--- config.mk ---
export PLATFORM = sky130hd
export DESIGN_NAME = psum_adder_tree
export DESIGN_NICKNAME = d
export VERILOG_FILES = /design/src/rtl/psum_adder_tree.sv
export SDC_FILE = /design/constraint.sdc
export NUM_CORES = 1
export LEC_CHECK = 0
export CAP_MARGIN = 20
export CORE_ASPECT_RATIO = 1.1
export CORE_MARGIN = 2
export CORE_UTILIZATION = 60
export DETAILED_ROUTE_END_ITERATION = 6
export GPL_TIMING_DRIVEN = 0
export PLACE_DENSITY = 0.88
export SYNTH_ARGS = -nofsm -noshare
export SYNTH_HDL_FRONTEND = slang
export SYNTH_MEMORY_MAX_BITS = 65536
export SYNTH_SLANG_ARGS = --single-unit
--- constraint.sdc ---
create_clock -name clk -period 45.7 [get_ports clk]
set_input_delay 4.57 -clock clk [delete_from_list [all_inputs] [get_ports clk]]
set_output_delay 4.57 -clock clk [all_outputs]
set_load 0.005 [all_outputs]
--- src/rtl/psum_adder_tree.sv ---
// Partial-sum adder tree: PAR signed lanes reduced by a registered binary tree, then
// accumulated per packet. Define PSUM_SAT_EN to clamp out_sum to OUT_W (default: wrap).
module psum_adder_tree #(
  parameter int PAR   = 9,
  parameter int IN_W  = 32,
  parameter int ACC_W = 48,
  parameter int OUT_W = 32,
  parameter int CNT_W = 16
) (
  input  logic                    clk,
  input  logic                    rst_n,
  input  logic                    in_valid,
  output logic                    in_ready,
  input  logic [PAR*IN_W-1:0]     in_vec,
  input  logic                    in_last,
  output logic                    out_valid,
  input  logic                    out_ready,
  output logic signed [OUT_W-1:0] out_sum,
  output logic [CNT_W-1:0]        out_beats,
  output logic                    out_sat
);

  localparam int D  = (PAR > 1) ? $clog2(PAR) : 1;
  localparam int NW = 2 * PAR;

  logic en;
  logic [D:0] vld_p;
  logic [D:0] last_p;
  logic signed [ACC_W-1:0] tree_p [0:D][0:NW-1];
  logic signed [ACC_W-1:0] acc_p;
  logic [CNT_W-1:0] cnt_p;
  logic signed [ACC_W-1:0] sum_p;

  function automatic int nodes(input int lvl);
    return (PAR + (1 << lvl) - 1) >> lvl;
  endfunction

  function automatic logic signed [ACC_W-1:0] sext(input logic [IN_W-1:0] x);
    return {{(ACC_W-IN_W){x[IN_W-1]}}, x};
  endfunction

  function automatic logic [CNT_W-1:0] cnt_inc(input logic [CNT_W-1:0] c);
    return (&c) ? c : c + 1'b1;
  endfunction

`ifdef PSUM_SAT_EN
  localparam logic signed [ACC_W-1:0] MAX_A = {{(ACC_W-OUT_W+1){1'b0}}, {(OUT_W-1){1'b1}}};
  localparam logic signed [ACC_W-1:0] MIN_A = {{(ACC_W-OUT_W+1){1'b1}}, {(OUT_W-1){1'b0}}};

  // Returns {clipped_flag, value}.
  function automatic logic [OUT_W:0] clip(input logic signed [ACC_W-1:0] v);
    if (v > MAX_A)      return {1'b1, MAX_A[OUT_W-1:0]};
    else if (v < MIN_A) return {1'b1, MIN_A[OUT_W-1:0]};
    else                return {1'b0, v[OUT_W-1:0]};
  endfunction
`else
  function automatic logic [OUT_W:0] clip(input logic [OUT_W-1:0] v);
    return {1'b0, v};
  endfunction
`endif

  // A held result back-pressures and freezes every stage, so no beat is ever dropped.
  assign in_ready = !(out_valid && !out_ready);
  assign en       = in_ready;
  assign sum_p    = acc_p + tree_p[D][0];

  // Stage 0: sign-extended lanes; stages 1..D: tree levels, odd operand passes through.
  always_ff @(posedge clk) begin
    if (en) begin
      for (int j = 0; j < PAR; j++)
        tree_p[0][j] <= sext(in_vec[j*IN_W +: IN_W]);
      for (int j = PAR; j < NW; j++)
        tree_p[0][j] <= '0;
      for (int l = 1; l <= D; l++) begin
        for (int j = 0; j < PAR; j++) begin
          if (2*j + 1 < nodes(l-1))
            tree_p[l][j] <= tree_p[l-1][2*j] + tree_p[l-1][2*j+1];
          else if (2*j < nodes(l-1))
            tree_p[l][j] <= tree_p[l-1][2*j];
          else
            tree_p[l][j] <= '0;
        end
        for (int j = PAR; j < NW; j++)
          tree_p[l][j] <= '0;
      end
    end
  end

  always_ff @(posedge clk) begin
    if (!rst_n) begin
      vld_p  <= '0;
      last_p <= '0;
    end else if (en) begin
      vld_p  <= {vld_p[D-1:0], in_valid};
      last_p <= {last_p[D-1:0], in_last};
    end
  end

  // Accumulator / output stage.
  always_ff @(posedge clk) begin
    if (!rst_n) begin
      acc_p     <= '0;
      cnt_p     <= '0;
      out_valid <= 1'b0;
      out_sum   <= '0;
      out_beats <= '0;
      out_sat   <= 1'b0;
    end else if (en) begin
      out_valid <= vld_p[D] && last_p[D];
      if (vld_p[D]) begin
        if (last_p[D]) begin
          acc_p     <= '0;
          cnt_p     <= '0;
          out_beats <= cnt_inc(cnt_p);
`ifdef PSUM_SAT_EN
          {out_sat, out_sum} <= clip(sum_p);
`else
          {out_sat, out_sum} <= clip(sum_p[OUT_W-1:0]);
`endif
        end else begin
          acc_p <= sum_p;
          cnt_p <= cnt_inc(cnt_p);
        end
      end
    end
  end

endmodule

# After elaboration in Yosys (flattened, before gate mapping)
# Memories as Yosys holds them, arrays and structs flattened.
# Cells that the tools add are included.
# totals
ff_bits,123
latch_bits,0
mem_bits_rw,2160
rom_bits,0
in_bits,293
out_inout_bits,51
word_cells,30
n_memories,1
# op_classes
addsub,10
mul,0
div_mod_pow,0
order_cmp,0
eq_ne,0
shifts,0
muxes,4
bitwise_logic,1
reduce_logical,7
# memory_table
memory,words,word_bits,rd,rd_ports_with_merged_regs,write_ports,line,source
tree_p,5,432,5,0,5,29,logic signed [ACC_W-1:0] tree_p [0:D][0:NW-1];
# op_table
op,count
$add A48 B48 Y48,9
$mux W48,1
$mux W16,2
$add A16 B1 Y16 const B,1
$reduce_and A16 Y1,1
$reduce_and A3 Y1,1
$logic_and A1 B1 Y1,2
$logic_not A1 Y1,2
$reduce_and A2 Y1,1
$mux W1,1
$not A1 Y1,1

# Depth between registers and ports, before layout
# Gate-level depths: netlist of the first run.
# logic_depth
depth_word,4
depth_mapped,11
ltp_nobuf,11

# Least setup slack after synthesis of the first run
# No wires, ideal clock.
# synth_path
kind,in2out
from,input port out_ready
to,output port in_ready
arrival_ns,22.116
required_ns,41.130
path_slack_ns,19.014
stages,3
n_path_buf,1
path_cell_list,nor2b_1 -> inv_1 -> buf_1
# synth_via
elab_chain_cells,3
# synth_rtl
item,line,source
start: declaration,17,"input logic out_ready,"
$logic_not A1 Y1,63,assign in_ready = !(out_valid && !out_ready);
$logic_and A1 B1 Y1,63,
$logic_not A1 Y1,63,
end: declaration,13,"output logic in_ready,"
# No other way between the ends.

# Final worst setup path of the first run
# Same ends and word-level chain as after synthesis.

==> results of run 1 <==
registers in the layout, summed over array words and instances, names as in the netlist:
register,flops
out_sum,32
acc_p,32
vld_p,5
cnt_p,16
out_valid,1
last_p,5
out_beats,16
tree_p,640
metrics by stage:
stage          std cells  power, uW  hold slack [ns]
2_1_floorplan       3085       1510            0.400
3_3_place_gp        4251       1690            0.401
3_5_place_dp        4267       1720            0.405
4_1_cts             4404       2370            0.397
5_1_grt             4415       2490            0.403
6_report            4416       2370            0.397
routing by layer:
metal	wire length, um	GRT usage [%]	vias up
met5	36	0	-
met1	32400	30.2	12354
met4	3610	12.4	6
met2	42300	45.9	903
met3	4430	3.56	229
li1	-	-	12562
worst max-delay path by stage:
stage	to	slack [ns]	from
after floorplan	in_ready	19.01	out_ready
after global placement	in_ready	9.35	out_ready
after detailed placement	in_ready	33.46	out_ready
after CTS	in_ready	33.46	out_ready
after global routing	in_ready	33.27	out_ready
final	in_ready	33.47	out_ready
critical path: stages:
cell	delay, ns
clkdlybuf4s50_1	0.46
nor2b_1	0.06
inv_1	0.13
buf_2	0.67
buf_12	0.31
buf_12	0.27
buf_12	0.29
buf_12	0.25
clkdlybuf4s50_1	0.53
cell families (layout without fill, tap and decap cells):
kind of cell / Yosys count / count (layout) / share of synthesized area, %
AOI/OAI and AO/OA: 924 / 924 / 16.2
muxes: 8 / 8 / 0.217
adders and majority gates: 289 / 289 / 9.85
xor gates and xnor gates: 259 / 259 / 6.07
other: 1 / 13 / 0.0100
buffers and inverters: 149 / 644 / 1.59
DFF: 747 / 747 / 57.1
and+or+nand+nor: 708 / 708 / 8.90
final cells by class:
cell class / instances / share of cell area, %
Clock buffer: 94 / 4.52
Timing Repair Buffer: 358 / 8.36
Multi-Input combinational cell: 2189 / 34.5
Buffer: 71 / 0.677
Inverter: 78 / 0.654
Antenna cell: 12 / 0.0671
Sequential cell: 747 / 47.7
Clock inverter: 43 / 1.19
Tap cell: 824 / 2.30
report_power, final:
| group | internal (uW) | switching [uW] | total [uW] |
|---|---|---|---|
| Sequential | 895 | 45.1 | 940 |
| Combinational | 337 | 451 | 787 |
| Clock | 383 | 257 | 640 |
| Total | 1610 | 753 | 2370 |
cell usage after synthesis, drive strengths merged, types with 9 or more instances:
| master | count | area share (%) |
|---|---|---|
| a211oi | 31 | 0.65 |
| a21o | 155 | 3.1 |
| a21oi | 303 | 4.1 |
| a221oi | 15 | 0.45 |
| a22oi | 14 | 0.29 |
| a31oi | 38 | 0.69 |
| and2 | 28 | 0.48 |
| and3 | 30 | 0.52 |
| buf | 15 | 0.24 |
| clkbuf | 56 | 0.57 |
| dfxtp | 107 | 5.7 |
| edfxtp | 640 | 51 |
| fa | 9 | 0.48 |
| ha | 280 | 9.4 |
| inv | 78 | 0.78 |
| nand2 | 223 | 2.2 |
| nand2b | 28 | 0.47 |
| nand3 | 68 | 0.91 |
| nand4 | 25 | 0.42 |
| nor2 | 198 | 2.0 |
| nor2b | 24 | 0.40 |
| nor3 | 35 | 0.50 |
| o211ai | 14 | 0.28 |
| o21a | 36 | 0.72 |
| o21ai | 161 | 2.2 |
| o21bai | 53 | 1.1 |
| o31ai | 16 | 0.39 |
| xnor2 | 162 | 3.8 |
| xor2 | 97 | 2.3 |
==> implementation parameters, run 1 <==
Parameter                              Value

Status
  Status    completed

Routing
  Average via count per standard cell    5.90
  WL/cell    18.8 um
  Starting DRC count in detailed routing    1,737
  Routed Antenna Nets    0
  First-pass iteration count of the detailed router    5
  Overall via count from detail_route    26,054
  Final wirelength    82,800 um
  DRC violations left    0

Synthesis
  Yosys reg bits    747
  Nets in the synthesized netlist    3,667
  Post-synth top flop    edfxtp_1
  Combined area of all synthesized cells    0.0374 mm^2
  Total number of yosys warnings    0
  Mean instance size in the synthesized netlist    12.1 um^2
  Cell variety after synth    102
  Number of enable flip-flop cells after synthesis    640
  Share of flip-flops with an asynchronous set or reset after synthesis    0%
  Seq/Total Area, Yosys    57.1%
  Number of standard cells after synthesis    3,085

Floorplan
  Total die area    0.0643 mm^2
  Die Ht    266 um
  Chip width    242 um
  Area of the core    0.0613 mm^2
  Number of top-level pins    344
  Starting density of the core    61.0%
  Placement row count    95

Power
  Static leakage    0.0178 uW
  Power density over cell area    52.9 mW/mm^2
  Highest ir drop seen on vdd    0.0394 mV

STA
  Min cycle time layout    12.23 ns
  Accumulated negative setup slack    0 ns
  RSZ-0062 raised after global routing    no
  Final worst setup slack    33.47 ns
  Crit share post-route    26.8%
  Worst slew margin relative to its limit    33.8%
  Measured slew at the worst slew-check pin    0.968 ns
  Hold violation count in the final report    0
  Highest achievable clock rate    81.7 MHz
  Number of setup violations in the final report    0
  Maximum clock skew at final layout    0.0309 ns
  Max-slew violation count    0

Worst setup path
  Required time of the worst setup path    41.13 ns
  WP data arrival    7.66 ns
  Setup slack of the most critical reg-to-reg path    42.10 ns
  Critical R2R Capture    tree_p[4][414]
  Critical path startpoint category    input pin
  Critical path capture point type    primary output
  CP max FO    44
  CP Class    in -> out
  Reg-to-reg critical path startpoint    tree_p[3][336]
  Number of cells on the worst reg-to-reg path    11

Global routing
  Overall overflow remaining after global route    0
  Maximum number of pins on one net before global-route repair    46
  Total GRT Usage    25.5%
  Vias in the first global route    25,877
  Number of antenna violations at the first check in global routing    13
  First-pass GRT wire length    131,000 um

Finish
  Total area of sequential cells    0.0214 mm^2
  Share of cells above drive strength 1    5.73%
  Layout overhead on the synthesized area    19.7%
  Area taken by multi-input logic gates    0.0154 mm^2
  Finished Core Util    73.0%
  Post-Layout Inst Area    0.0448 mm^2
  Commonest non-fill, non-tap cell in the layout    edfxtp_1
  Total of fill cells in the finished design    3,964
  Top library cells by usage in the layout, fill and taps aside    edfxtp_1, clkdlybuf4s50_1, a21oi_1
  Number of nets in the layout    4,103

Clocking
  Buffer count from post-CTS setup fixing    0
  Buffer depth of the longest clock path    3
  Hold buffer count at cts    0
  Count of H-tree levels built during CTS    3
  Clock root cell    clkbuf_16
  Clock Sinks    747
  Resized cells post-CTS    0
  Clock buffer count from CTS    76
  Clock tree from TritonCTS    built
  Clk_lat worst skew    0.63 ns
  Worst-path clk slew    0.06 ns

Placement
  GPL Wtd Cong    0.938
  Number of buffer cells added on primary ports    342
  Setup WS pre-CTS    33.46 ns
  Final HPWL DP    60,700 um
  Placed inst area    0.0422 mm^2

Worst hold path
  Type of the most critical hold path    reg -> reg
  Hold endpoint    tree_p[2][288]
  Hold path startpoint    tree_p[1][192]
  Hold Crit Depth    0

Flow run
  Max-cap check violation count    0
Power figures use the tool's default switching activity.
==> run 2: changes to the inputs <==
- CORE_UTILIZATION: 60 -> 58
- PLACE_DENSITY: 0.88 -> 0.85
- clock period: 45.7 -> 12.45 ns (I/O delays scaled with it)
==> implementation parameters, run 2 (same netlist as run 1, synthesis figures left out) <==
Parameter                              Value

Clocking
  Buffer count from post-CTS setup fixing    0
  Hold buffer count at cts    0
  Clock root cell    clkbuf_16
  Worst-path clk slew    0.06 ns
  Clk_lat worst skew    0.62 ns
  Clock tree from TritonCTS    built
  Resized cells post-CTS    0
  Clock buffer count from CTS    77
  Count of H-tree levels built during CTS    3
  Buffer depth of the longest clock path    3
  Clock Sinks    747

Finish
  Cell Count, Final, Fillers Out    4,425
  Register name with the most flops    tree_p
  Total of fill cells in the finished design    4,398
  Top library cells by usage in the layout, fill and taps aside    edfxtp_1, clkdlybuf4s50_1, a21oi_1
  Layout overhead on the synthesized area    19.1%
  Number of nets in the layout    4,093
  Share of cells above drive strength 1    5.37%
  Number of flip-flops in the largest register    640
  Largest registers    tree_p: 640 flops, acc_p: 32 flops, out_sum: 32 flops
  Commonest non-fill, non-tap cell in the layout    edfxtp_1

Worst setup path
  Reg-to-reg critical path startpoint    tree_p[3][336]
  CP max FO    137
  Setup slack of the most critical reg-to-reg path    8.76 ns
  Critical R2R Capture    tree_p[4][414]
  Number of cells on the worst reg-to-reg path    11
  Critical path capture point type    primary output
  WP data arrival    3.96 ns
  Critical path startpoint category    input pin
  Required time of the worst setup path    11.20 ns
  CP Class    in -> out

Global routing
  Overall overflow remaining after global route    0
  Vias in the first global route    25,514
  First-pass GRT wire length    129,000 um
  Maximum number of pins on one net before global-route repair    138
  Total GRT Usage    24.3%
  Number of antenna violations at the first check in global routing    12

Power
  Highest ir drop seen on vdd    0.155 mV
  Static leakage    0.0177 uW
  Post-layout total power    8610 uW
  Power density over cell area    193 mW/mm^2

Routing
  Met1 Wirelength    32,300 um
  Routed Antenna Nets    0
  Average via count per standard cell    5.81
  WL/cell    18.4 um
  Met2 Routed Length    41,500 um
  Overall via count from detail_route    25,722
  Starting DRC count in detailed routing    1,529
  First-pass iteration count of the detailed router    5
  Final wirelength    81,400 um
  Top routing layer in use    met5
  DRC violations left    0
  Total length of routed met3 wires    4140 um

STA
  Worst slew margin relative to its limit    32.4%
  Number of setup violations in the final report    0
  Hold violation count in the final report    0
  Measured slew at the worst slew-check pin    0.989 ns
  Highest achievable clock rate    192 MHz
  Min cycle time layout    5.21 ns
  Max-slew violation count    0
  Maximum clock skew at final layout    0.0277 ns
  Crit share post-route    41.8%
  RSZ-0062 raised after global routing    no

Floorplan
  Chip width    246 um
  Number of top-level pins    344
  Die Ht    270 um
  Area of the core    0.0637 mm^2
  Placement row count    97
  Starting density of the core    58.7%
  Total die area    0.0665 mm^2

Placement
  Number of placed instances, taps included    4,273
  GPL Wtd Cong    0.928
  Number of buffer cells added on primary ports    342
  Final HPWL DP    60,300 um

Status
  Status    completed

Worst hold path
  Type of the most critical hold path    reg -> reg
  Hold Crit Depth    0
  Hold endpoint    tree_p[3][348]
  Hold path startpoint    tree_p[2][300]

Flow run
  Max-cap check violation count    0
-- run 2: cell count changes in the layout (fill, tap and decap cells not counted), sizes merged --
cell	delta
clkbuf	+5
diode	-1
buf	-11
clkinv	+9
inv	-3
clkinvlp	-2
bufinv	-5
-- run 2: power by group --
part | total (uW) | switching (uW) | internal [uW]
sequential | 3450 | 169 | 3280
clock | 2280 | 951 | 1330
combinational | 2870 | 1640 | 1230
total | 8610 | 2760 | 5850
-- run 2: final cells by class --
type                            count  area, um^2  area share, %
Sequential cell                   747       21400           48.0
Multi-Input combinational cell   2189       15400           34.7
Timing Repair Buffer              347        3560           8.00
Clock buffer                       99        2080           4.68
Tap cell                          841        1050           2.36
Clock inverter                     42         409          0.919
Buffer                             71         313          0.702
Inverter                           78         293          0.657
Antenna cell                       11        27.5         0.0618
-- run 2: worst max-delay path by stage --
stage,startpoint,endpoint,cells after the start
finish,out_ready,in_ready,7
floorplan,out_ready,in_ready,3
global placement,out_ready,in_ready,5
global route,out_ready,in_ready,7
CTS,out_ready,in_ready,7
detailed placement,out_ready,in_ready,7
-- run 2: metal layers --
| metal | GRT usage (%) | vias to the layer above |
|---|---|---|
| li1 | - | 12543 |
| met1 | 29.2 | 12154 |
| met2 | 42.8 | 827 |
| met3 | 3.40 | 196 |
| met4 | 11.8 | 2 |
| met5 | 0 | - |
-- run 2: through the flow --
stage / hold WS [ns] / cell area (um^2) / util (%) / worst slack [ns] / setup TNS [ns]
after floorplan: 0.400 / 37400 / - / 1.45 / 0
after global placement: 0.400 / 41900 / 65.7 / -3.79 / -857.74
after detailed placement: 0.405 / 42000 / 65.9 / 7.28 / 0
after CTS: 0.408 / 44500 / 69.9 / 7.27 / 0
after global routing: 0.421 / 44500 / 69.9 / 7.11 / 0
final: 0.408 / 44500 / 69.9 / 7.24 / 0
-- run 2: critical path: stages --
cell             delay (ns)
clkdlybuf4s50_1        0.46
nor2b_1                0.06
inv_1                  0.16
buf_8                  0.17
buf_16                 0.42
buf_16                 0.51
clkdlybuf4s50_1        0.63
